**src/rtl/five_detector.sv**
```systemverilog
`default_nettype none
// ============================================================================
//  Module      : five_detector
//  Description : Checks whether the last move on a 16x16 board completes a
//                run of five stones of the mover's colour through that cell.
//                The board and move are latched at start. The move cell is
//                classified in one cycle. The block then walks up to 5 cells
//                on each side of the move in each of the four line directions,
//                one cell per cycle, and reports the result.
//  Ports       : Clck    - clock, rising edge
//                Reset   - synchronous active-high reset
//                board   - 16x16 cells, cell (x,y) at bits [x*2 + y*32 +: 2]
//                start   - request a check of (move_x, move_y), taken in IDLE
//                move_x  - x coordinate of the last move
//                move_y  - y coordinate of the last move
//                busy    - a check is in progress
//                done    - one-cycle pulse when the results are valid
//                win     - five in a row found through the move
//                winner  - stone code found at the move cell
//                win_dir - lowest-index winning direction
//                          0=+x, 1=+y, 2=(+x,+y), 3=(+x,-y)
//                max_run - longest run through the move over all directions
//  Macros      : FIVE_DET_EXACT_EN - when defined, only a run of exactly five
//                wins. Longer runs (overlines) do not win.
//  Revision    : 1.0 - initial release
// ============================================================================
module five_detector #(
   parameter logic [1:0] P1_CODE = 2'b01,
   parameter logic [1:0] P2_CODE = 2'b10
) (
   input  logic         Clck,
   input  logic         Reset,
   input  logic [511:0] board,
   input  logic         start,
   input  logic [3:0]   move_x,
   input  logic [3:0]   move_y,
   output logic         busy,
   output logic         done,
   output logic         win,
   output logic [1:0]   winner,
   output logic [1:0]   win_dir,
   output logic [3:0]   max_run
);

   typedef enum logic [1:0] {
      IDLE  = 2'd0,
      CHECK = 2'd1,
      SCAN  = 2'd2,
      DONE  = 2'd3
   } state_t;

   localparam logic [2:0] c_last_step = 3'd4;

   state_t         r_state;
   state_t         w_state_nx;

   logic [511:0]   r_board;
   logic [3:0]     r_mx;
   logic [3:0]     r_my;
   logic [1:0]     r_dir;      // direction being scanned
   logic           r_side;     // 0 = positive side, 1 = negative side
   logic [2:0]     r_step;     // cell offset minus one, 0..4
   logic [2:0]     r_cnt;      // matches counted so far on the current side
   logic           r_alive;    // every cell on this side matched so far
   logic [2:0]     r_pos;      // frozen positive-side count of this direction
   logic           r_win_acc;
   logic [1:0]     r_dir_acc;
   logic [3:0]     r_max_acc;

   logic [1:0]     w_move_cell;
   logic           w_is_stone;
   logic [5:0]     w_k;
   logic [5:0]     w_mx6;
   logic [5:0]     w_my6;
   logic           w_x_en;
   logic           w_y_en;
   logic           w_x_neg;
   logic           w_y_neg;
   logic [5:0]     w_x;
   logic [5:0]     w_y;
   logic           w_in_range;
   logic [1:0]     w_cell;
   logic           w_match;
   logic           w_side_alive;
   logic [2:0]     w_side_cnt;
   logic           w_hit;
   logic [2:0]     w_cnt_nx;
   logic [3:0]     w_run;
   logic           w_dir_win;
   logic           w_dir_end;
   logic           w_scan_last;

   assign w_move_cell = r_board[{r_my, r_mx, 1'b0} +: 2];
   assign w_is_stone  = (w_move_cell == P1_CODE) || (w_move_cell == P2_CODE);

   // Coordinates are formed in 6 bits so a step off either edge shows up in
   // bits [5:4] (overflow to 16..20 or underflow to 59..63) instead of
   // aliasing onto a neighbouring row.
   always_comb begin
      w_k          = {3'b000, r_step} + 6'd1;
      w_mx6        = {2'b00, r_mx};
      w_my6        = {2'b00, r_my};
      w_x_en       = (r_dir != 2'd1);
      w_y_en       = (r_dir != 2'd0);
      w_x_neg      = r_side;
      w_y_neg      = (r_dir == 2'd3) ^ r_side;
      w_x          = !w_x_en ? w_mx6 : (w_x_neg ? (w_mx6 - w_k) : (w_mx6 + w_k));
      w_y          = !w_y_en ? w_my6 : (w_y_neg ? (w_my6 - w_k) : (w_my6 + w_k));
      w_in_range   = (w_x[5:4] == 2'b00) && (w_y[5:4] == 2'b00);
      w_cell       = r_board[{w_y[3:0], w_x[3:0], 1'b0} +: 2];
      w_match      = w_in_range && (w_cell == winner);
      // The first step of a side starts a fresh count.
      w_side_alive = (r_step == 3'd0) | r_alive;
      w_side_cnt   = (r_step == 3'd0) ? 3'd0 : r_cnt;
      w_hit        = w_side_alive & w_match;
      w_cnt_nx     = w_side_cnt + {2'b00, w_hit};
      w_run        = 4'd1 + {1'b0, r_pos} + {1'b0, w_cnt_nx};
`ifdef FIVE_DET_EXACT_EN
      w_dir_win    = (w_run == 4'd5);
`else
      w_dir_win    = (w_run >= 4'd5);
`endif
      w_dir_end    = r_side && (r_step == c_last_step);
      w_scan_last  = w_dir_end && (r_dir == 2'd3);
   end

   always_comb begin
      w_state_nx = r_state;
      case (r_state)
         IDLE:    if (start) w_state_nx = CHECK;
         CHECK:   w_state_nx = w_is_stone ? SCAN : DONE;
         SCAN:    if (w_scan_last) w_state_nx = DONE;
         DONE:    w_state_nx = IDLE;
         default: w_state_nx = IDLE;
      endcase
   end

   always_ff @(posedge Clck) begin
      if (Reset) begin
         r_state   <= IDLE;
         busy      <= 1'b0;
         done      <= 1'b0;
         win       <= 1'b0;
         winner    <= 2'b00;
         win_dir   <= 2'b00;
         max_run   <= 4'd0;
         r_dir     <= 2'd0;
         r_side    <= 1'b0;
         r_step    <= 3'd0;
         r_cnt     <= 3'd0;
         r_alive   <= 1'b0;
         r_pos     <= 3'd0;
         r_win_acc <= 1'b0;
         r_dir_acc <= 2'd0;
         r_max_acc <= 4'd0;
      end else begin
         r_state <= w_state_nx;
         done    <= 1'b0;
         case (r_state)
            IDLE: begin
               if (start) begin
                  r_board   <= board;
                  r_mx      <= move_x;
                  r_my      <= move_y;
                  busy      <= 1'b1;
                  win       <= 1'b0;
                  winner    <= 2'b00;
                  win_dir   <= 2'b00;
                  max_run   <= 4'd0;
                  r_dir     <= 2'd0;
                  r_side    <= 1'b0;
                  r_step    <= 3'd0;
                  r_win_acc <= 1'b0;
                  r_dir_acc <= 2'd0;
                  r_max_acc <= 4'd0;
               end
            end
            CHECK: begin
               if (w_is_stone) winner <= w_move_cell;
            end
            SCAN: begin
               r_cnt   <= w_cnt_nx;
               r_alive <= w_hit;
               if (r_step == c_last_step) begin
                  r_step <= 3'd0;
                  if (!r_side) begin
                     r_pos  <= w_cnt_nx;
                     r_side <= 1'b1;
                  end else begin
                     r_side <= 1'b0;
                     r_dir  <= r_dir + 2'd1;
                     if (w_run > r_max_acc) r_max_acc <= w_run;
                     // Directions are visited in ascending order, so the
                     // first winner seen is the lowest-index one.
                     if (w_dir_win && !r_win_acc) begin
                        r_win_acc <= 1'b1;
                        r_dir_acc <= r_dir;
                     end
                  end
               end else begin
                  r_step <= r_step + 3'd1;
               end
            end
            DONE: begin
               done    <= 1'b1;
               busy    <= 1'b0;
               win     <= r_win_acc;
               win_dir <= r_dir_acc;
               max_run <= r_max_acc;
            end
            default: ;
         endcase
      end
   end

endmodule
`default_nettype wire

```
**config.mk**
```make
export PLATFORM = sky130hd
export DESIGN_NAME = five_detector
export DESIGN_NICKNAME = d
export VERILOG_FILES = /design/src/rtl/five_detector.sv
export SDC_FILE = /design/constraint.sdc
export NUM_CORES = 1
export LEC_CHECK = 0
export CAP_MARGIN = 40
export CORE_ASPECT_RATIO = 0.8
export CORE_MARGIN = 2
export CORE_UTILIZATION = 40
export DETAILED_ROUTE_END_ITERATION = 16
export SLEW_MARGIN = 20
export SYNTH_ARGS = -nofsm -noshare
export SYNTH_HDL_FRONTEND = slang
export SYNTH_SLANG_ARGS = --single-unit
```
**constraint.sdc**
```tcl
create_clock -name Clck -period 87.1 [get_ports Clck]
set_clock_uncertainty 0.05 [all_clocks]
set_input_delay 13.065 -clock Clck [delete_from_list [all_inputs] [get_ports Clck]]
set_output_delay 13.065 -clock Clck [all_outputs]
set_load 0.1 [all_outputs]
```
# Yosys cells after proc, flatten, opt, wreduce, memory -nomap -nowiden
# Cells that the tools add are included.
totals:
  register_bits: 553
  latch_bits: 0
  mem_bits_rw: 0
  romBits: 0
  out_inout_bits: 11
  word_cells: 120
  mem_count: 0
op_classes:
  addsub: 10
  multipliers: 0
  div_mod_pow: 0
  n_lt_le_gt_ge: 2
  eq_ne: 16
  shift: 2
  mux: 41
  bitwise: 5
  reduce_logical: 25
op_table:
  columns: ["cell", "count"]
  rows:
  - ["512-bit by 10-bit variable part select with 2-bit output", 2]
  - ["6-bit 2-to-1 mux", 4]
  - ["2-bit 2-to-1 mux", 9]
  - ["4-bit 2-to-1 mux", 4]
  - ["2-bit one-hot mux with 2 select lines", 4]
  - ["4-bit one-hot mux with 2 select lines", 2]
  - ["2-bit inequality test (second input constant)", 7]
  - ["3-bit AND reduction", 4]
  - ["4-bit by 4-bit adder with 5-bit output", 2]
  - ["5-bit AND reduction", 2]
  - ["4-bit by 4-bit subtractor with 5-bit output", 2]
  - ["1-bit 2-to-1 mux", 9]
  - ["3-bit 2-to-1 mux", 3]
  - ["2-bit == test (second input constant)", 4]
  - ["1-bit one-hot mux with 2 select lines", 4]
  - ["2-bit one-hot mux with 4 select lines", 1]
  - ["2-bit nonzero test", 4]
  - ["2-bit logical NOT", 3]
  - ["3-bit one-hot mux with 2 select lines", 1]
  - ["2-bit AND reduction", 3]
  - ["1-bit logical AND", 5]
  - ["1-bit by 3-bit adder with 4-bit output (first input constant)", 1]
  - ["3-bit by 1-bit adder with 4-bit output (second input constant)", 1]
  - ["4-bit by 3-bit adder with 4-bit output", 1]
  - ["other kinds (17)", 19]

# Logic depth before layout (Yosys ltp)
# Gate-level depths: netlist of the first run.
logic_depth:
  word_depth: 16
  depth_mapped: 35
  ltp_nobuf: 30

# Least setup slack after synthesis of the first run
# Ideal clock, no wire load.
synth_timing:
  kind: "input-to-reg"
  start: "in Reset"
  end: "reg r_board[0] (enable)"
  setup_ps: 1415
  t_arrival_ps: 34985
  required_time_ps: 85635
  slack_ps: 50650
  path_stages: 3
  n_path_buf: 2
  cell_sequence: "clkbuf_1 clkbuf_1 nor2_1"
synth_via:
  elab_chain_len: 2
synth_lines:
  columns: ["item", "line", "source"]
  rows:
  - ["from (decl)", "32", "input logic Reset,"]
  - ["1-bit NOT (no source line)", null, null]
  - ["3-bit AND reduction (no source line)", null, null]
  - ["to (signal assigned)", "162", "r_board <= board;"]
  - ["to (decl)", "57", "logic [511:0] r_board;"]
# Every way passes these cells.
# A chain may end at the register's enable or synchronous reset.

# Worst setup path after layout of the first run
layout_timing:
  start: "in start"
  end: "reg r_board[115] (enable)"
layout_via:
  elab_chain_len: 1
layout_lines:
  columns: ["item", "line", "source"]
  rows:
  - ["from (decl)", "34", "input logic start,"]
  - ["3-bit AND reduction (no source line)", null, null]
# Every way passes these cells.

==> results of run 1 <==
worst max-delay path by stage:
stage	to	startpoint	slack, ns
6_report	r_board[115]$_DFFE_PP_	start	71.12
5_1_grt	r_board[115]$_DFFE_PP_	start	70.96
4_1_cts	r_board[115]$_DFFE_PP_	start	71.03
3_5_place_dp	r_board[72]$_DFFE_PP_	start	70.36
3_3_place_gp	r_board[345]$_DFFE_PP_	start	70.33
2_1_floorplan	r_board[0]$_DFFE_PP_	Reset	50.65
layout by cell type, fill, tap and decap left out, drive strengths merged, types with 5 or more instances in the layout:
cell type      instances
and3                  23
xor2                   5
and2                   7
clkinv                28
buf                   50
edfxtp               520
nand2                223
mux4                 239
nand4                 12
a311oi                10
o21ai                 15
nor3                  12
a21oi                 28
clkdlybuf4s50        533
a211oi                 9
clkbuf                64
fa                     5
nand3                 74
diode                 13
mux2i                 75
a22oi                 17
bufinv                 7
dfxtp                 33
nor2b                  8
a31oi                 24
o211ai                 7
ha                    34
inv                   33
nor2                  55
nand2b                10
mux2                   5
state kept, by name, summed over array words and instances, names as in the netlist, 3 cells and up:
signal,count
r_step,3
r_cnt,3
r_my,4
max_run,4
r_board,512
r_max_acc,4
r_pos,3
r_mx,4
power by group:
part           internal (mW)  switching [mW]
combinational          0.144           0.188
sequential             0.333          0.0166
clock                  0.140           0.104
total                  0.618           0.309
metal layers:
| metal | part of all wire | track usage |
|---|---|---|
| met5 | 0.00085 | 0 |
| met4 | 0.020 | 0.0652 |
| met3 | 0.082 | 0.0566 |
| met2 | 0.50 | 0.417 |
| met1 | 0.40 | 0.327 |
cell usage after synthesis, types with 3 or more instances:
master     count  area [sq um]
nor2_1        53           199
buf_6          3          33.8
fa_1           5           100
a221oi_1       3          26.3
buf_1         16          60.1
a31oi_1       24           150
and3_1        23           144
nor2b_1        7          43.8
a32oi_1        4          35.0
ha_1          34           425
o32ai_1        3          26.3
a21oi_1       28           140
a211oi_1       8          60.1
mux4_2       239          5380
nand2b_1      10          62.6
or2_1          3          18.8
xor2_1         5          43.8
a21o_1         4          30.0
clkbuf_1      42           158
edfxtp_1     520         15600
a2111oi_0      3          26.3
o2111ai_1      3          26.3
and2_1         7          43.8
o21bai_1       4          30.0
xnor2_1        3          26.3
buf_2         40           200
a22oi_1       17           128
nor4_1         4          25.0
o21ai_0       13          65.1
nor3_1        11          55.1
mux2i_1       75           751
nand2_1      223           837
mux2_2         5          56.3
nand3_1       74           370
nand4_1       12          75.1
a311oi_1      10          87.6
o211ai_1       7          52.6
buf_4         13          97.6
dfxtp_1       33           661
inv_1         31           116
logic make-up after synthesis:
| group | after synthesis | synth area share |
|---|---|---|
| fa+ha+maj | 39 | 0.0196 |
| compound gates | 154 | 0.0406 |
| simple gates | 441 | 0.0743 |
| mux | 319 | 0.231 |
| xor+xnor | 8 | 0.00261 |
| flops | 553 | 0.607 |
| buf+inv | 146 | 0.0250 |
worst max-delay path, stage by stage:
cell	delay, ns
clkdlybuf4s50_1	0.58
nand2_1	0.14
nor2_4	0.15
buf_12	0.54
buf_4	0.56
buf_12	0.30
buf_4	0.23
buf_16	0.29
area by class of cell:
cell class,count,area (sq um)
clock inverter,39,395
sequential,553,16300
inverter,32,121
clock buffer,64,1450
fill,5334,30700
tap,860,1080
timing repair buffer,583,6010
antenna,13,32.5
multi-input combinational,961,9910
==> impl_metrics.py, run 1 <==
metrics = {
    "hold_path": {
        "worstHoldStart": "r_cnt[1]$_SDFFE_PP0P_",
        "hold_class": "reg -> reg",
        "hold_depth": 2,
        "holdPathEnd": "r_cnt[1]$_SDFFE_PP0P_",
    },
    "clock_network": {
        "clkTransAtPathRegs_ns": 0.06,
        "cts_tree": "yes",
        "cts_made_buffers": 57,
        "cts-resized-gates": 0,
        "clk_latency_ns": 0.62,
        "cts_max_level": 2,
        "cts_num_sinks": 553,
        "ctsHoldBuffers": 0,
        "ctsLongestPathBuffers": 3,
        "root_buffer": "clkbuf_16",
        "post_cts_buffers": 0,
    },
    "timing": {
        "relSlewSlack": 0.288,
        "setup_slack_ns": 71.12,
        "fmax_mhz": 62.6,
        "hold_violations": 0,
        "setup_violations": 0,
        "slew_violations": 0,
        "finalSetupTns_ns": 0,
        "whs_ns": 0.441,
        "period_share": 0.183,
        "grt_setup_unrepaired": "no",
        "post-route-min-period_ns": 15.98,
        "worst_pin_slew_ns": 1.07,
    },
    "global_route": {
        "grt_max_degree": 178,
        "grt_pass1_vias": 18700,
        "antenna_found_initial": 19,
        "grt_usage": 0.249,
        "grt_first_pass_wirelength_um": 125000,
        "overflow": 0,
    },
    "die": {
        "io_pins": 534,
        "start_util": 0.406,
        "die_width_um": 293,
        "core_sq_um": 66000,
        "die_h_um": 236,
        "rows": 84,
        "die_area_sq_um": 69100,
    },
    "setup_path": {
        "worstSetupPathType": "in -> reg",
        "crit_fanout": 177,
        "worstPathArrival_ns": 16.21,
        "reg2reg_slack_ns": 78.42,
        "critPathLaunchType": "input port",
        "r2r_cells": 30,
        "reg2reg_to": "r_max_acc[1]$_SDFFE_PP0P_",
        "cp.required_ns": 87.33,
        "crit_path_end_kind": "flip-flop",
        "worstReg2RegStart": "r_mx[0]$_DFFE_PP_",
    },
    "logic_synthesis": {
        "synth_area_per_cell_sq_um": 16.2,
        "synthCells": 1660,
        "synthFlopType": "edfxtp_1",
        "synthArstFlopShare": 0,
        "synth_fp_nets": 2222,
        "yosysSeqAreaShare": 0.607,
        "yosysWarnings": 0,
        "ys_seq_elements": 553,
        "synthesis.area_sq_um": 26800,
        "synth-edff-count": 520,
        "yosysUniqueCellTypes": 72,
    },
    "pwr": {
        "finalPower_uw": 926,
        "peakVddDrop_mv": 0.0195,
        "powerDensity_nw_per_um2": 26.3,
        "leakage_nw": 12.1,
    },
    "placement": {
        "globalplace.congestion": 0.833,
        "dp.final_hpwl_um": 62600,
        "dp_cells": 2984,
        "port-buffer-count": 533,
        "post_dp_cell_area_sq_um": 33300,
        "preCtsSetupSlack_ns": 70.36,
    },
    "layout": {
        "final_area_sq_um": 35300,
        "postLayoutCoreUtil": 0.534,
        "layout-drive-gt1-share": 0.176,
        "syn_to_final_growth_pct": 31.6,
        "finalNetCount": 2750,
        "final_cell_count_no_fill": 3105,
    },
    "routing": {
        "drc": 0,
        "drt-vias-per-instance": 5.74,
        "detail_route.wl_per_cell_um": 28.0,
        "ant_nets": 0,
        "vias": 17800,
        "dr.pass1.iters": 7,
        "drt_iter0_drc": 1758,
        "routed_wl_um": 86800,
    },
    "run": {
        "maxCapViolCount": 0,
    },
    "outcome": {
        "status": "completed",
    },
}
Power figures use the tool's default switching activity.
==> run 2, diff against run 1 <==
Clock period 87.1 ns to 15.3 ns, I/O delays scaled along.
==> impl_metrics.py, run 2 (synthesis results as in run 1) <==
metrics = {
    "outcome": {
        "status": "completed",
    },
    "clock_network": {
        "cts_made_buffers": 56,
        "cts-resized-gates": 0,
        "clk_latency_ns": 0.63,
        "cts_tree": "yes",
        "ctsLongestPathBuffers": 3,
        "ctsHoldBuffers": 0,
        "cts_max_level": 2,
        "clkTransAtPathRegs_ns": 0.06,
        "post_cts_buffers": 0,
        "cts_num_sinks": 553,
        "root_buffer": "clkbuf_16",
    },
    "timing": {
        "hold_violations": 0,
        "setup_violations": 0,
        "post-route-min-period_ns": 9.26,
        "fmax_mhz": 108,
        "grt_setup_unrepaired": "no",
        "slew_violations": 0,
        "finalSetupTns_ns": 0,
        "period_share": 0.605,
        "worst_pin_slew_ns": 0.944,
        "relSlewSlack": 0.371,
    },
    "setup_path": {
        "cp_slowest_cell": "buf_4",
        "worstPathArrival_ns": 9.69,
        "worstSetupPathType": "reg -> reg",
        "crit_path_end_kind": "flip-flop",
        "cp.required_ns": 15.73,
        "critPathLaunchType": "flip-flop",
        "critical_path.max_stage_delay_ns": 0.65,
        "crit_fanout": 132,
    },
    "hold_path": {
        "hold_class": "reg -> reg",
    },
    "pwr": {
        "leakage_nw": 12.2,
        "powerDensity_nw_per_um2": 150,
        "finalPower_mw": 5.33,
        "peakVddDrop_mv": 0.127,
    },
    "layout": {
        "layout_common_cells": "clkdlybuf4s50_1, edfxtp_1, mux4_2, nand2_1",
        "syn_to_final_growth_pct": 32.4,
        "final_common_cell": "clkdlybuf4s50_1",
        "regMostFlops": "r_board",
        "fill_cells": 5355,
        "layout-drive-gt1-share": 0.180,
        "largest_reg_flops": 512,
        "finalNetCount": 2753,
    },
    "placement": {
        "port-buffer-count": 533,
        "globalplace.congestion": 0.850,
        "dp.final_hpwl_um": 63600,
    },
    "die": {
        "io_pins": 534,
        "die_h_um": 236,
        "rows": 84,
        "die_area_sq_um": 69100,
        "die_width_um": 293,
        "start_util": 0.406,
        "core_sq_um": 66000,
    },
    "routing": {
        "routed_wl_um": 87600,
        "ant_nets": 0,
        "drt-vias-per-instance": 5.75,
        "drc": 0,
        "drt_iter0_drc": 1599,
        "vias": 17900,
        "dr.pass1.iters": 5,
        "detail_route.wl_per_cell_um": 28.1,
    },
    "global_route": {
        "grtUsageMet1": 0.330,
        "grt_pass1_vias": 18700,
        "grt_first_pass_wirelength_um": 126000,
        "overflow": 0,
        "top_usage_layer": "met2",
        "grt_max_degree": 198,
        "grt_usage": 0.252,
        "antenna_found_initial": 24,
        "use_met3": 0.0613,
        "grtUsageMet2": 0.413,
    },
    "run": {
        "maxCapViolCount": 0,
    },
}
run 2: worst paths after layout:
kind / startpoint / to / slack [ns] / cells after the start
setup / recovery: r_mx[1]$_DFFE_PP_ / r_max_acc[2]$_SDFFE_PP0P_ / 6.04 / 31
hold / removal: r_dir_acc[1]$_SDFFE_PP0P_ / r_dir_acc[1]$_SDFFE_PP0P_ / 0.44 / 2
setup reg to reg: r_mx[1]$_DFFE_PP_ / r_max_acc[2]$_SDFFE_PP0P_ / 6.04 / 31
hold reg to reg: r_dir_acc[1]$_SDFFE_PP0P_ / r_dir_acc[1]$_SDFFE_PP0P_ / 0.44 / 2
run 2: worst max-delay path, delay by kind of cell, from the launching register on:
family / cells / cell delay, ns
multiplexers: 1 / 0.39
AO/OA/AOI/OAI: 7 / 1.58
flip-flops: 1 / 0.38
buffers and inverters: 6 / 2.16
adder cells (fa/ha/maj): 5 / 1.79
XOR/XNOR: 1 / 0.16
AND/OR/NAND/NOR: 11 / 2.46
run 2: stage by stage:
step / area [sq um] / hold WS, ns / std cells / utilization / setup WS (ns)
3_3_place_gp: 32900 / 0.420 / 2966 / 0.499 / 5.70
2_1_floorplan: 26800 / 0.402 / 1660 / - / 4.37
3_5_place_dp: 33400 / 0.432 / 2988 / 0.506 / 5.60
6_report: 35500 / 0.440 / 3114 / 0.538 / 6.04
5_1_grt: 35500 / 0.479 / 3109 / 0.538 / 5.43
4_1_cts: 35300 / 0.443 / 3091 / 0.535 / 5.56
run 2: layer usage:
layer	part of all wire	up-vias	routed length, um
met5	0.00081	-	71
li1	-	7794	-
met1	0.40	9090	34600
met2	0.49	841	42800
met4	0.028	14	2490
met3	0.087	156	7630
run 2: report_power, final:
part | total (mW) | internal, mW | switching [mW]
clock | 1.45 | 0.849 | 0.604
combinational | 1.87 | 0.819 | 1.05
sequential | 2.00 | 1.90 | 0.105
run 2: cell type report:
class                           count  area (sq um)  area share
Multi-Input combinational cell    961          9910       0.279
Tap cell                          860          1080      0.0303
Inverter                           32           121     0.00342
Clock buffer                       67          1500      0.0421
Clock inverter                     36           434      0.0122
Antenna cell                       18          45.0     0.00127
Timing Repair Buffer              587          6140       0.173
Sequential cell                   553         16300       0.459
